### src/rtl/ff_bank_sequencer.sv
// Sequencer/checker for a bank of WIDTH D flip-flops: drives one strobe cycle,
// waits SETTLE cycles, samples the bank, and tracks sticky mismatch status.

module ff_bank_sequencer_lane (
  input  logic [1:0] i_cmd_op,
  input  logic       i_cmd_mask,
  input  logic       i_cmd_data,
  input  logic [1:0] i_op,
  input  logic       i_mask,
  input  logic       i_data,
  input  logic       i_samp,
  output logic       o_en,
  output logic       o_clr,
  output logic       o_pre,
  output logic       o_d,
  output logic       o_mism
);
  localparam logic [1:0] OP_LOAD   = 2'b00;
  localparam logic [1:0] OP_CLEAR  = 2'b01;
  localparam logic [1:0] OP_PRESET = 2'b10;

  logic w_exp;

  // Strobe decode works on the live command so it can be registered at accept.
  assign o_en  = i_cmd_mask & (i_cmd_op == OP_LOAD);
  assign o_clr = i_cmd_mask & (i_cmd_op == OP_CLEAR);
  assign o_pre = i_cmd_mask & (i_cmd_op == OP_PRESET);
  assign o_d   = i_cmd_mask & i_cmd_data;

  // Compare works on the latched command and the sampled bank bit.
  assign w_exp  = (i_op == OP_CLEAR)  ? 1'b0 :
                  (i_op == OP_PRESET) ? 1'b1 : i_data;
  assign o_mism = i_mask & (i_samp ^ w_exp);
endmodule

module ff_bank_sequencer #(
  parameter int WIDTH  = 3,
  parameter int SETTLE = 1,
  parameter int CNT_W  = 4
) (
  input  logic             clk,
  input  logic             clr_n,
  input  logic             cmd_valid,
  output logic             cmd_ready,
  input  logic [1:0]       cmd_op,
  input  logic [WIDTH-1:0] cmd_mask,
  input  logic [WIDTH-1:0] cmd_data,
  input  logic             err_clr,
  output logic [WIDTH-1:0] ff_d,
  output logic [WIDTH-1:0] ff_en,
  output logic [WIDTH-1:0] ff_clr,
  output logic [WIDTH-1:0] ff_pre,
  input  logic [WIDTH-1:0] ff_q,
  output logic             busy,
  output logic             done,
  output logic             pass,
  output logic [WIDTH-1:0] mism,
  output logic             err,
  output logic [CNT_W-1:0] err_cnt
);
  if (SETTLE < 0 || SETTLE > 15) begin : g_bad_settle
    $error("ff_bank_sequencer: SETTLE must be in 0..15");
  end

  localparam logic [1:0] OP_LOAD   = 2'b00;
  localparam logic [3:0] SETTLE_LD = 4'((SETTLE > 0) ? SETTLE - 1 : 0);

  typedef enum logic [2:0] {
    S_IDLE, S_APPLY, S_SETTLE, S_SAMPLE, S_DONE
  } state_t;

  state_t           r_state;
  logic [3:0]       r_cnt;
  logic [1:0]       r_op;
  logic [WIDTH-1:0] r_mask;
  logic [WIDTH-1:0] r_data;
  logic [WIDTH-1:0] r_samp;
  logic [WIDTH-1:0] r_d;
  logic [WIDTH-1:0] r_en;
  logic [WIDTH-1:0] r_clr;
  logic [WIDTH-1:0] r_pre;
  logic             r_done;
  logic             r_pass;
  logic [WIDTH-1:0] r_mism;
  logic             r_err;
  logic [CNT_W-1:0] r_err_cnt;

  logic [WIDTH-1:0] w_en, w_clr, w_pre, w_d, w_mism;
  logic             w_accept;

  for (genvar g = 0; g < WIDTH; g++) begin : g_lane
    ff_bank_sequencer_lane u_lane (
      .i_cmd_op   (cmd_op),
      .i_cmd_mask (cmd_mask[g]),
      .i_cmd_data (cmd_data[g]),
      .i_op       (r_op),
      .i_mask     (r_mask[g]),
      .i_data     (r_data[g]),
      .i_samp     (r_samp[g]),
      .o_en       (w_en[g]),
      .o_clr      (w_clr[g]),
      .o_pre      (w_pre[g]),
      .o_d        (w_d[g]),
      .o_mism     (w_mism[g])
    );
  end

  assign w_accept = cmd_valid & (r_state == S_IDLE);

  always_ff @(posedge clk) begin
    if (!clr_n) begin
      r_state   <= S_IDLE;
      r_cnt     <= '0;
      r_op      <= '0;
      r_mask    <= '0;
      r_data    <= '0;
      r_samp    <= '0;
      r_d       <= '0;
      r_en      <= '0;
      r_clr     <= '0;
      r_pre     <= '0;
      r_done    <= 1'b0;
      r_pass    <= 1'b0;
      r_mism    <= '0;
      r_err     <= 1'b0;
      r_err_cnt <= '0;
    end else begin
      r_done <= 1'b0;
      r_en   <= '0;
      r_clr  <= '0;
      r_pre  <= '0;
      if (err_clr) begin
        r_err     <= 1'b0;
        r_err_cnt <= '0;
      end
      case (r_state)
        S_IDLE: begin
          if (w_accept) begin
            r_op    <= cmd_op;
            r_mask  <= cmd_mask;
            r_data  <= cmd_data;
            r_en    <= w_en;
            r_clr   <= w_clr;
            r_pre   <= w_pre;
            if (cmd_op == OP_LOAD) r_d <= w_d;
            r_state <= S_APPLY;
          end
        end
        S_APPLY: begin
          if (SETTLE == 0) begin
            r_state <= S_SAMPLE;
          end else begin
            r_cnt   <= SETTLE_LD;
            r_state <= S_SETTLE;
          end
        end
        S_SETTLE: begin
          if (r_cnt == 4'd0) r_state <= S_SAMPLE;
          else               r_cnt   <= r_cnt - 4'd1;
        end
        S_SAMPLE: begin
          r_samp  <= ff_q;
          r_state <= S_DONE;
        end
        S_DONE: begin
          r_done <= 1'b1;
          r_pass <= ~|w_mism;
          r_mism <= w_mism;
          // A mismatch overrides a same-cycle err_clr and restarts the count at 1.
          if (|w_mism) begin
            r_err <= 1'b1;
            if (err_clr)              r_err_cnt <= CNT_W'(1);
            else if (&r_err_cnt)      r_err_cnt <= r_err_cnt;
            else                      r_err_cnt <= r_err_cnt + CNT_W'(1);
          end
          r_state <= S_IDLE;
        end
        default: r_state <= S_IDLE;
      endcase
    end
  end

  assign cmd_ready = (r_state == S_IDLE);
  assign busy      = (r_state != S_IDLE);
  assign ff_d      = r_d;
  assign ff_en     = r_en;
  assign ff_clr    = r_clr;
  assign ff_pre    = r_pre;
  assign done      = r_done;
  assign pass      = r_pass;
  assign mism      = r_mism;
  assign err       = r_err;
  assign err_cnt   = r_err_cnt;
endmodule

### config.mk
export PLATFORM = sky130hd
export DESIGN_NAME = ff_bank_sequencer
export DESIGN_NICKNAME = d
export VERILOG_FILES = /design/src/rtl/ff_bank_sequencer.sv
export SDC_FILE = /design/constraint.sdc
export NUM_CORES = 1
export LEC_CHECK = 0
export BUFFER_PORTS_ARGS = -buffer_cell sky130_fd_sc_hd__buf_2
export CORE_UTILIZATION = 40
export DETAILED_ROUTE_END_ITERATION = 10
export GPL_TIMING_DRIVEN = 0
export PLACE_DENSITY_LB_ADDON = 0.12
export SYNTH_ARGS = -nofsm -noshare
export SYNTH_HDL_FRONTEND = slang
export SYNTH_SLANG_ARGS = --single-unit
### constraint.sdc
create_clock -name clk -period 1.95 [get_ports clk]
set_input_delay 0.2925 -clock clk [delete_from_list [all_inputs] [get_ports clk]]
set_output_delay 0.2925 -clock clk [all_outputs]
set_load 0.02 [all_outputs]
==> impl_metrics.json, run 1 <==
{
  "outcome": "completed",
  "drive_gt1_frac": 0.244,
  "portBuffers": 38,
  "synth_area_um2": 1650,
  "gp_congestion": 0.672,
  "grt_pass1_wl_um": 5490,
  "critPathKind": "register to register",
  "ys_seq_area_frac": 0.484,
  "drc_errors": 0,
  "synth_warnings": 0,
  "fin_crit_ns": 1.74,
  "min-delay-path-class": "input port to register",
  "multi_input_area_um2": 813,
  "relSlewSlack": 0.622,
  "finalCritPeriodShare": 0.892,
  "cp-start-kind": "register",
  "die_area_um2": 4400,
  "worstPathArrival_ns": 1.92,
  "worstPathCellList": "nor2_1 > o21ai_1 > mux2i_1 > o31a_1 > and4_4 > nor4_2",
  "drv_slew": 0,
  "hp-start": "err_clr",
  "cts_tree": "done",
  "critPathMaxFanout": 7,
  "finalHoldViolations": 0,
  "tightest_slew_ns": 0.563,
  "power.density_nw_per_um2": 931,
  "grt_pass1_vias": 1214,
  "drt-pass1-iter-count": 4,
  "diodes": 0,
  "power.leakage_uw": 0.000890,
  "max_freq_mhz": 575,
  "setup_violations": 0,
  "postCtsHoldBufs": 0,
  "drt-wirelength-per-cell_um": 11.6,
  "nets": 251,
  "placed_cells": 276,
  "finalSetupTns_ns": 0,
  "synth_seq_cells": 40,
  "hold_end": "err_cnt[2]$_SDFFE_PN0P_",
  "cts.sinks": 40,
  "detail-route-antenna-nets": 0,
  "drt_iter0_markers": 47,
  "start_util": 0.417,
  "grt_start_max_net_pins": 13,
  "synthCells": 188,
  "r2r_end": "err_cnt[2]$_SDFFE_PN0P_",
  "max_stage_delay_ns": 0.43,
  "fill_cells": 420,
  "area_growth_pct": 22.5,
  "grt_use_total": 0.171,
  "end_kind": "register",
  "rsz0062_at_grt": "no",
  "viasPerCell": 4.84,
  "fin_skew_ns": 0.00416,
  "clock_path_buffers": 2,
  "syn_avg_cell_area_um2": 8.80,
  "hpwl_um": 2470,
  "io_pins": 39,
  "ff2ff_path_depth": 6,
  "max_cap_viol_count": 0,
  "synth_nets": 206,
  "final_util": 0.510,
  "core_area_um2": 3970,
  "worstPathRequired_ns": 2.13,
  "die_h_um": 66.3,
  "dieWidth_um": 66.3,
  "cts.clk_slew.worst_paths_ns": 0.07,
  "overflow": 0,
  "totalWireLength_um": 3290,
  "seq_area_um2": 803,
  "slowest_stage": "dfxtp_1",
  "cts_max_level": 2,
  "cts_buffers": 5,
  "ys_types": 39,
  "r2r-start": "r_op[1]$_SDFFE_PN0P_",
  "clk_latency_ns": 0.29,
  "antenna_found_initial": 0,
  "hold_depth": 2,
  "whs_ns": 0.211,
  "root_buffer": "clkbuf_8",
  "dr_total_vias": 1374,
  "fin_cells": 284,
  "rrSetupSlack_ns": 0.21,
  "rows": 23,
  "ir_drop_mv": 0.535
}
## how the worst max path moves through the flow
| stage | to | slack, ns | start | depth (start not counted) |
|---|---|---|---|---|
| floorplan | r_cnt[3]$_SDFFE_PN0P_ | 0.21 | r_cnt[0]$_SDFFE_PN0P_ | 8 |
| global placement | r_cnt[0]$_SDFFE_PN0P_ | 0.08 | r_cnt[0]$_SDFFE_PN0P_ | 7 |
| detailed placement | r_cnt[3]$_SDFFE_PN0P_ | 0.05 | r_cnt[0]$_SDFFE_PN0P_ | 8 |
| CTS | r_cnt[3]$_SDFFE_PN0P_ | 0.04 | r_cnt[0]$_SDFFE_PN0P_ | 8 |
| global route | err_cnt[2]$_SDFFE_PN0P_ | 0.03 | r_op[1]$_SDFFE_PN0P_ | 6 |
| finish | err_cnt[2]$_SDFFE_PN0P_ | 0.21 | r_op[1]$_SDFFE_PN0P_ | 6 |
## cell families after synthesis
| logic type | count (synthesis) | synth area share |
|---|---|---|
| simple gates | 90 | 0.271 |
| xor+xnor | 3 | 0.0159 |
| fa+ha+maj | 3 | 0.0227 |
| flops | 40 | 0.484 |
| buf+inv | 12 | 0.0303 |
| compound gates | 28 | 0.104 |
| mux | 12 | 0.0726 |
## worst max-delay path: cells and delay by family (launching register included)
kind | cells | cell delay, ns
muxes | 1 | 0.39
DFF | 1 | 0.43
AOI/OAI and AO/OA | 2 | 0.47
and+or+nand+nor | 3 | 0.35
## Yosys cell counts, drive strengths merged
cell     n  share of area
mux2i   12          0.073
dfxtp   40           0.48
buf      2         0.0076
inv      6          0.014
o31ai    2          0.012
ha       3          0.023
clkbuf   4         0.0091
nand3b   1         0.0045
o21ai    4          0.014
and3     5          0.019
nand2b   3          0.011
and4     1         0.0068
xnor2    1         0.0053
o21bai   1         0.0045
a21oi   17          0.054
o31a     1         0.0053
nand3    3         0.0091
nand2   35          0.079
xor2     2          0.011
nor4b    1         0.0053
nand4    1         0.0038
nor2    19          0.043
and2     8          0.030
nor4     2          0.011
nor3b    2          0.016
nor3     6          0.018
or3      1         0.0038
or3b     1         0.0053
o211ai   2         0.0091
nor2b    1         0.0038
o21a     1         0.0045
## per-stage QoR
stage	worst slack (ns)	instance area, um^2	total power (uW)
final	0.211	2030	1890
after global routing	0.0345	2030	1990
after CTS	0.0357	2010	1900
after detailed placement	0.0541	1910	1240
after global placement	0.0804	1910	1240
after floorplan	0.213	1650	1150
## layer usage
layer,global-route usage,routed length (um),up-vias
li1,-,-,727
met1,0.229,1670,617
met2,0.247,1440,24
met3,0.0569,126,6
met4,0.0718,58,0
met5,0,0,-
## power by group
group          internal, uW  total [uW]  switching [uW]
registers               865         896            31.8
logic                   133         332             199
clock network           380         660             280
total                  1380        1890             511
## layout by cell type (no fill, tap or decap), drive strengths merged, types with 2 or more instances in the layout
cell type and count:
o21ai 4, nor2 19, clkbuf 10, a21oi 17, buf 40, mux2i 12, and3 5, nor4 2
nor3 6, nand2 35, and2 8, nand2b 3, ha 3, o211ai 2, dfxtp 40, nand3 3
o31ai 2, inv 6, nor3b 2, xor2 2
## final cells by class
| cell class | instances | share of cell area |
|---|---|---|
| buffer | 6 | 0.0136 |
| clock buffer | 6 | 0.0358 |
| multi-input combinational | 136 | 0.401 |
| inverter | 6 | 0.0111 |
| clock inverter | 2 | 0.0173 |
| timing repair buffer | 38 | 0.0938 |
| tap | 50 | 0.0309 |
| sequential | 40 | 0.396 |
## timing repair
item / in CTS / in global routing
gates resized for setup: 0 / 4
endpoints found under the setup margin: 0 / 4
buffers inserted: 0 / 0
Power figures use the tool's default switching activity.
==> run 2, diff against run 1 <==
--- a/config.mk
+++ b/config.mk
@@ -5,9 +5,9 @@
 export SDC_FILE = /design/constraint.sdc
 export NUM_CORES = 1
 export LEC_CHECK = 0
-export BUFFER_PORTS_ARGS = -buffer_cell sky130_fd_sc_hd__buf_2
-export CORE_UTILIZATION = 40
+export CORE_UTILIZATION = 35
 export DETAILED_ROUTE_END_ITERATION = 10
+export DONT_BUFFER_PORTS = 1
 export GPL_TIMING_DRIVEN = 0
 export PLACE_DENSITY_LB_ADDON = 0.12
 export SYNTH_ARGS = -nofsm -noshare
==> run 2 against run 1 <==
  * Sequential power grew 1%
  * Die area rose by 14%
  * First-iteration DRC count rose by 53%
  * The run now ends with DRC left
  * Cell count shrank 13%
  * Clock power shrank 19%
  * Combinational power is 12% lower
  * Global-route usage shrank 2.6 points
  * Power shrank 8.1%
  * Wire length rose by 4.7%
==> impl_metrics.json, run 2 (same netlist as run 1, synthesis figures left out) <==
{
  "outcome": "finished with violations",
  "violations": "DRC",
  "relSlewSlack": 0.620,
  "rsz0062_at_grt": "no",
  "fin_skew_ns": 0.00829,
  "root_buffer": "clkbuf_8",
  "worstPathCellList": "nor2_1 > o21ai_1 > mux2i_2 > o31a_1 > a21oi_1 > nor4_2",
  "finalHoldViolations": 0,
  "ir_drop_mv": 0.365,
  "r2r_end": "err_cnt[2]$_SDFFE_PN0P_",
  "rrSetupSlack_ns": 0.16,
  "cts.sinks": 40,
  "rows": 24,
  "power.leakage_uw": 0.000699,
  "fin_crit_ns": 1.79,
  "clk_latency_ns": 0.29,
  "start_util": 0.372,
  "viasPerCell": 5.16,
  "drv_slew": 0,
  "crit_start": "r_op[1]$_SDFFE_PN0P_",
  "max_stage_delay_ns": 0.43,
  "finalCritPeriodShare": 0.916,
  "fill_cells": 452,
  "grt_pass1_vias": 1175,
  "hpwl_um": 2520,
  "min-delay-path-class": "input port to register",
  "worstPathRequired_ns": 2.14,
  "antenna_found_initial": 0,
  "die_h_um": 70.7,
  "io_pins": 39,
  "area_growth_pct": 10.7,
  "drc_errors": 6,
  "critPathKind": "register to register",
  "totalWireLength_um": 3450,
  "cts_tree": "done",
  "portBuffers": 0,
  "diodes": 0,
  "die_area_um2": 5000,
  "grt_use_total": 0.145,
  "cts_max_level": 2,
  "final_common_cell": "dfxtp_1",
  "power.density_nw_per_um2": 947,
  "nets": 213,
  "max_freq_mhz": 560,
  "r2r-start": "r_op[1]$_SDFFE_PN0P_",
  "drive_gt1_frac": 0.117,
  "slowest_stage": "dfxtp_1",
  "dr_total_vias": 1279,
  "critPathMaxFanout": 7,
  "drt-wirelength-per-cell_um": 13.9,
  "grt_pass1_wl_um": 5600,
  "seq_area_um2": 803,
  "setup_violations": 0,
  "multi_input_area_um2": 826,
  "setup.worst_path.end": "err_cnt[2]$_SDFFE_PN0P_",
  "hold_depth": 1,
  "overflow": 0,
  "gp_congestion": 0.738,
  "drt-pass1-iter-count": 7,
  "clock_path_buffers": 2,
  "grt_start_max_net_pins": 14,
  "core_area_um2": 4440,
  "cts.clk_slew.worst_paths_ns": 0.08,
  "finalSetupTns_ns": 0,
  "drt_iter0_markers": 72,
  "placed_cells": 240,
  "end_kind": "register",
  "dieWidth_um": 70.7,
  "cp-start-kind": "register",
  "worstPathArrival_ns": 1.98,
  "ff2ff_path_depth": 6,
  "detail-route-antenna-nets": 0,
  "fin_cells": 248,
  "max_cap_viol_count": 0,
  "mostFrequentLayoutCells": "dfxtp_1 (38), nand2_1 (35), nor2_1 (19)",
  "cts_buffers": 5,
  "tightest_slew_ns": 0.565
}
run 2: cell count changes in the layout (fill, tap and decap cells not counted):
| cell | delta |
|---|---|
| buf_2 | -38 |
| bufinv_16 | -1 |
| clkbuf_1 | -1 |
| clkinv_2 | +1 |
| clkinv_4 | +1 |
| mux2i_1 | -2 |
| mux2i_2 | +2 |
| nor3_1 | -1 |
| nor3_2 | +1 |
run 2: final cells by class:
cell class                      instances  share of cell area
Buffer                                  6              0.0150
Clock buffer                            5              0.0376
Clock inverter                          3              0.0102
Sequential cell                        40               0.439
Multi-Input combinational cell        136               0.451
Inverter                                6              0.0123
Tap cell                               52              0.0355
run 2: per-layer routing:
layer	GRT usage	routed length [um]	vias to the layer above
li1	-	-	644
met1	0.187	1640	588
met2	0.221	1540	42
met3	0.0570	218	5
met4	0.0467	44	0
met5	0	0	-
run 2: worst min-delay path by stage:
stage                     slack [ns]  startpoint                      end
after floorplan                 0.36     err_clr  err_cnt[2]$_SDFFE_PN0P_
after global placement          0.37     err_clr  err_cnt[2]$_SDFFE_PN0P_
after detailed placement        0.37     err_clr  err_cnt[2]$_SDFFE_PN0P_
after CTS                       0.06     err_clr  err_cnt[2]$_SDFFE_PN0P_
after global routing            0.06     err_clr  err_cnt[2]$_SDFFE_PN0P_
final                           0.07     err_clr  err_cnt[2]$_SDFFE_PN0P_
run 2: critical path, delay by kind of cell (launching register included):
| kind | cells | cell delay (ns) |
|---|---|---|
| flops | 1 | 0.43 |
| compound gates | 3 | 0.59 |
| simple gates | 2 | 0.29 |
| mux | 1 | 0.38 |
run 2: stage by stage:
stage,instance area (um^2),power (uW),setup WS [ns],hold WS (ns),util
floorplan,1650,1150,0.213,0.363,-
global placement,1720,1200,0.108,0.365,0.387
detailed placement,1720,1200,0.0680,0.368,0.387
CTS,1810,1750,0.000930,0.0616,0.407
global route,1830,1840,0.0469,0.0560,0.412
finish,1830,1730,0.164,0.0750,0.412
run 2: timing repair:
item,4_1_cts,5_1_grt
resized for setup,0,7
endpoints found under the setup margin,0,6
hold buffers,0,0
buffers inserted,0,0
run 2: report_power, final:
part	switching, uW	internal (uW)
logic	178	114
registers	42.2	865
clock network	286	249
total	506	1230
==> run 3, diff against run 2 <==
--- a/config.mk
+++ b/config.mk
@@ -5,6 +5,7 @@
 export SDC_FILE = /design/constraint.sdc
 export NUM_CORES = 1
 export LEC_CHECK = 0
+export ABC_AREA = 0
 export CORE_UTILIZATION = 35
 export DETAILED_ROUTE_END_ITERATION = 10
 export DONT_BUFFER_PORTS = 1
==> constraint.sdc (replaced) <==
create_clock -name clk -period 1.49 [get_ports clk]
set_input_delay 0.2235 -clock clk [delete_from_list [all_inputs] [get_ports clk]]
set_output_delay 0.2235 -clock clk [all_outputs]
set_load 0.02 [all_outputs]
==> run 3 against run 2 <==
  * The run ends with DRC, setup timing left
  * Sequential power grew 32%
  * Clock skew is 0.0027 ns lower
  * First-iteration DRC count is 8.3% lower
  * Utilization up 5.3 points
  * Clock power up 61%
  * Critical path type unchanged
  * Critical endpoint is now r_cnt[0]$_SDFFE_PN0P_
  * Largest cell class unchanged
==> impl_metrics.json, run 3 (same netlist as run 1, synthesis figures left out) <==
{
  "outcome": "finished with violations",
  "violations": "DRC, setup timing",
  "io_pins": 39,
  "cp_top_family": "simple AND/OR/NAND/NOR gates",
  "antenna_found_initial": 0,
  "die_h_um": 70.7,
  "nets": 221,
  "drt-pass1-iter-count": 7,
  "cts_buffers": 5,
  "r2r-start": "r_cnt[0]$_SDFFE_PN0P_",
  "cts_tree": "done",
  "p_sw_uw": 692,
  "sequentialPowerShare": 0.475,
  "cts.clk_slew.worst_paths_ns": 0.07,
  "max_freq_mhz": 615,
  "totalWireLength_um": 3580,
  "fin_cells": 256,
  "area_growth_pct": 24.9,
  "cts_max_level": 2,
  "crit_buf_inv": 1,
  "start_util": 0.372,
  "gp_congestion": 0.721,
  "final_util": 0.465,
  "dieWidth_um": 70.7,
  "dp_slack_ns": -0.230,
  "fin_skew_ns": 0.00563,
  "whs_ns": 0.0556,
  "drt-wirelength-per-cell_um": 14.0,
  "overflow": 0,
  "detail-route-antenna-nets": 0,
  "hpwl_um": 2560,
  "clk_latency_ns": 0.29,
  "hold_depth": 1,
  "switching_share": 0.273,
  "ir_drop_mv": 0.615,
  "ff2ff_path_depth": 7,
  "fin_area_um2": 2070,
  "placed_cells": 240,
  "critPathMaxFanout": 4,
  "grt_use_total": 0.156,
  "drv_slew": 0,
  "portBuffers": 0,
  "critPathKind": "register to register",
  "hold_end": "ff_pre[1]$_SDFF_PN0_",
  "finalHoldViolations": 0,
  "combPwrFrac": 0.185,
  "rsz0062_at_grt": "yes",
  "diodes": 0,
  "max_cap_viol_count": 0,
  "fin_crit_ns": 1.63,
  "tightest_slew_ns": 0.459,
  "worstPathArrival_ns": 1.78,
  "rows": 24,
  "setup_violations": 11,
  "worstPathRequired_ns": 1.65,
  "clock_power_share": 0.340,
  "rrSetupSlack_ns": -0.14,
  "hp-start": "cmd_mask[1]",
  "drt_iter0_markers": 66,
  "clock_path_buffers": 2,
  "grt_pass1_vias": 1294,
  "layout_setup_ws_ns": -0.135,
  "drive_gt1_frac": 0.250,
  "dr_total_vias": 1283,
  "finalCritPeriodShare": 1.09,
  "max_stage_delay_ns": 0.38,
  "grt_pass1_wl_um": 6140,
  "cp-start-kind": "register",
  "internal_power_uw": 1840,
  "drc_errors": 6,
  "root_buffer": "clkbuf_8",
  "min-delay-path-class": "input port to register",
  "end_kind": "register",
  "power.density_nw_per_um2": 1230,
  "grt_start_max_net_pins": 13,
  "core_area_um2": 4440,
  "power.leakage_uw": 0.000792,
  "mostFrequentLayoutCells": "nand2_1 (33), dfxtp_1 (33), nor2_1 (17)",
  "slowest_stage": "or3b_4",
  "die_area_um2": 5000,
  "r2r_end": "r_cnt[0]$_SDFFE_PN0P_",
  "place_area_um2": 1750,
  "cts.sinks": 40,
  "relSlewSlack": 0.694,
  "worstPathCellList": "inv_2 > ha_4 > nor3b_4 > or3b_4 > a21oi_4 > mux2i_1 > nor2_1",
  "viasPerCell": 5.01
}
## run 3: cell count changes in the layout (fill, tap and decap cells not counted), sizes merged
cell | previous run | this run
clkbuf | 9 | 8
bufinv | 0 | 1
dlygate4sd3 | 0 | 1
clkinv | 3 | 1
buf | 2 | 11
## run 3: how the worst max path moves through the flow
stage	from	to	slack [ns]	cells after the start
detailed placement	r_cnt[0]$_SDFFE_PN0P_	r_cnt[3]$_SDFFE_PN0P_	-0.23	8
global route	r_cnt[1]$_SDFFE_PN0P_	r_cnt[0]$_SDFFE_PN0P_	-0.24	7
floorplan	r_cnt[0]$_SDFFE_PN0P_	r_cnt[0]$_SDFFE_PN0P_	-0.12	7
CTS	r_cnt[0]$_SDFFE_PN0P_	r_cnt[0]$_SDFFE_PN0P_	-0.17	7
finish	r_cnt[0]$_SDFFE_PN0P_	r_cnt[0]$_SDFFE_PN0P_	-0.14	7
global placement	r_state[1]$_SDFFE_PN0P_	ff_clr[2]$_SDFF_PN0_	-0.20	6
## run 3: layout make-up
cell class	instances	area, um^2
buffer	5	27.5
clock buffer	6	72.6
clock inverter	2	35.0
fill	423	2380
inverter	6	22.5
multi-input combinational	136	953
sequential	40	812
tap	52	65.1
timing repair buffer	9	77.6
## run 3: timing repair
action | 4_1_cts | 5_1_grt
setup endpoints to repair | 22 | 33
pin swaps | 5 | 4
buffers inserted | 8 | 0
hold buffers | 1 | 0
hold endpoints to repair | 1 | 0
resized for setup | 21 | 11
## run 3: worst reg2reg max path: stages (launching register included)
cell and delay, ns:
dfxtp_2 0.34, inv_2 0.05, ha_4 0.14, nor3b_4 0.14
or3b_4 0.38, a21oi_4 0.19, mux2i_1 0.20, nor2_1 0.05
## run 3: routing by layer
metal	wire length, um	vias up	GRT usage
met5	0	-	0
met4	28	0	0.0467
met3	190	5	0.0456
met2	1660	30	0.239
met1	1700	586	0.212
li1	-	662	-
## run 3: power groups by stage
stage | Sequential [uW] | Combinational, uW | Clock, uW
after floorplan | 1200 | 328 | 0
after global placement | 1210 | 376 | 0
after detailed placement | 1220 | 383 | 0
after CTS | 1200 | 446 | 886
after global routing | 1210 | 523 | 936
final | 1200 | 469 | 860
## run 3: through the flow
step           power [uW]  setup TNS, ns
3_3_place_gp         1590          -2.34
5_1_grt              2670          -2.80
2_1_floorplan        1530         -0.471
6_report             2530         -0.892
3_5_place_dp         1600          -2.98
4_1_cts              2530         -0.970
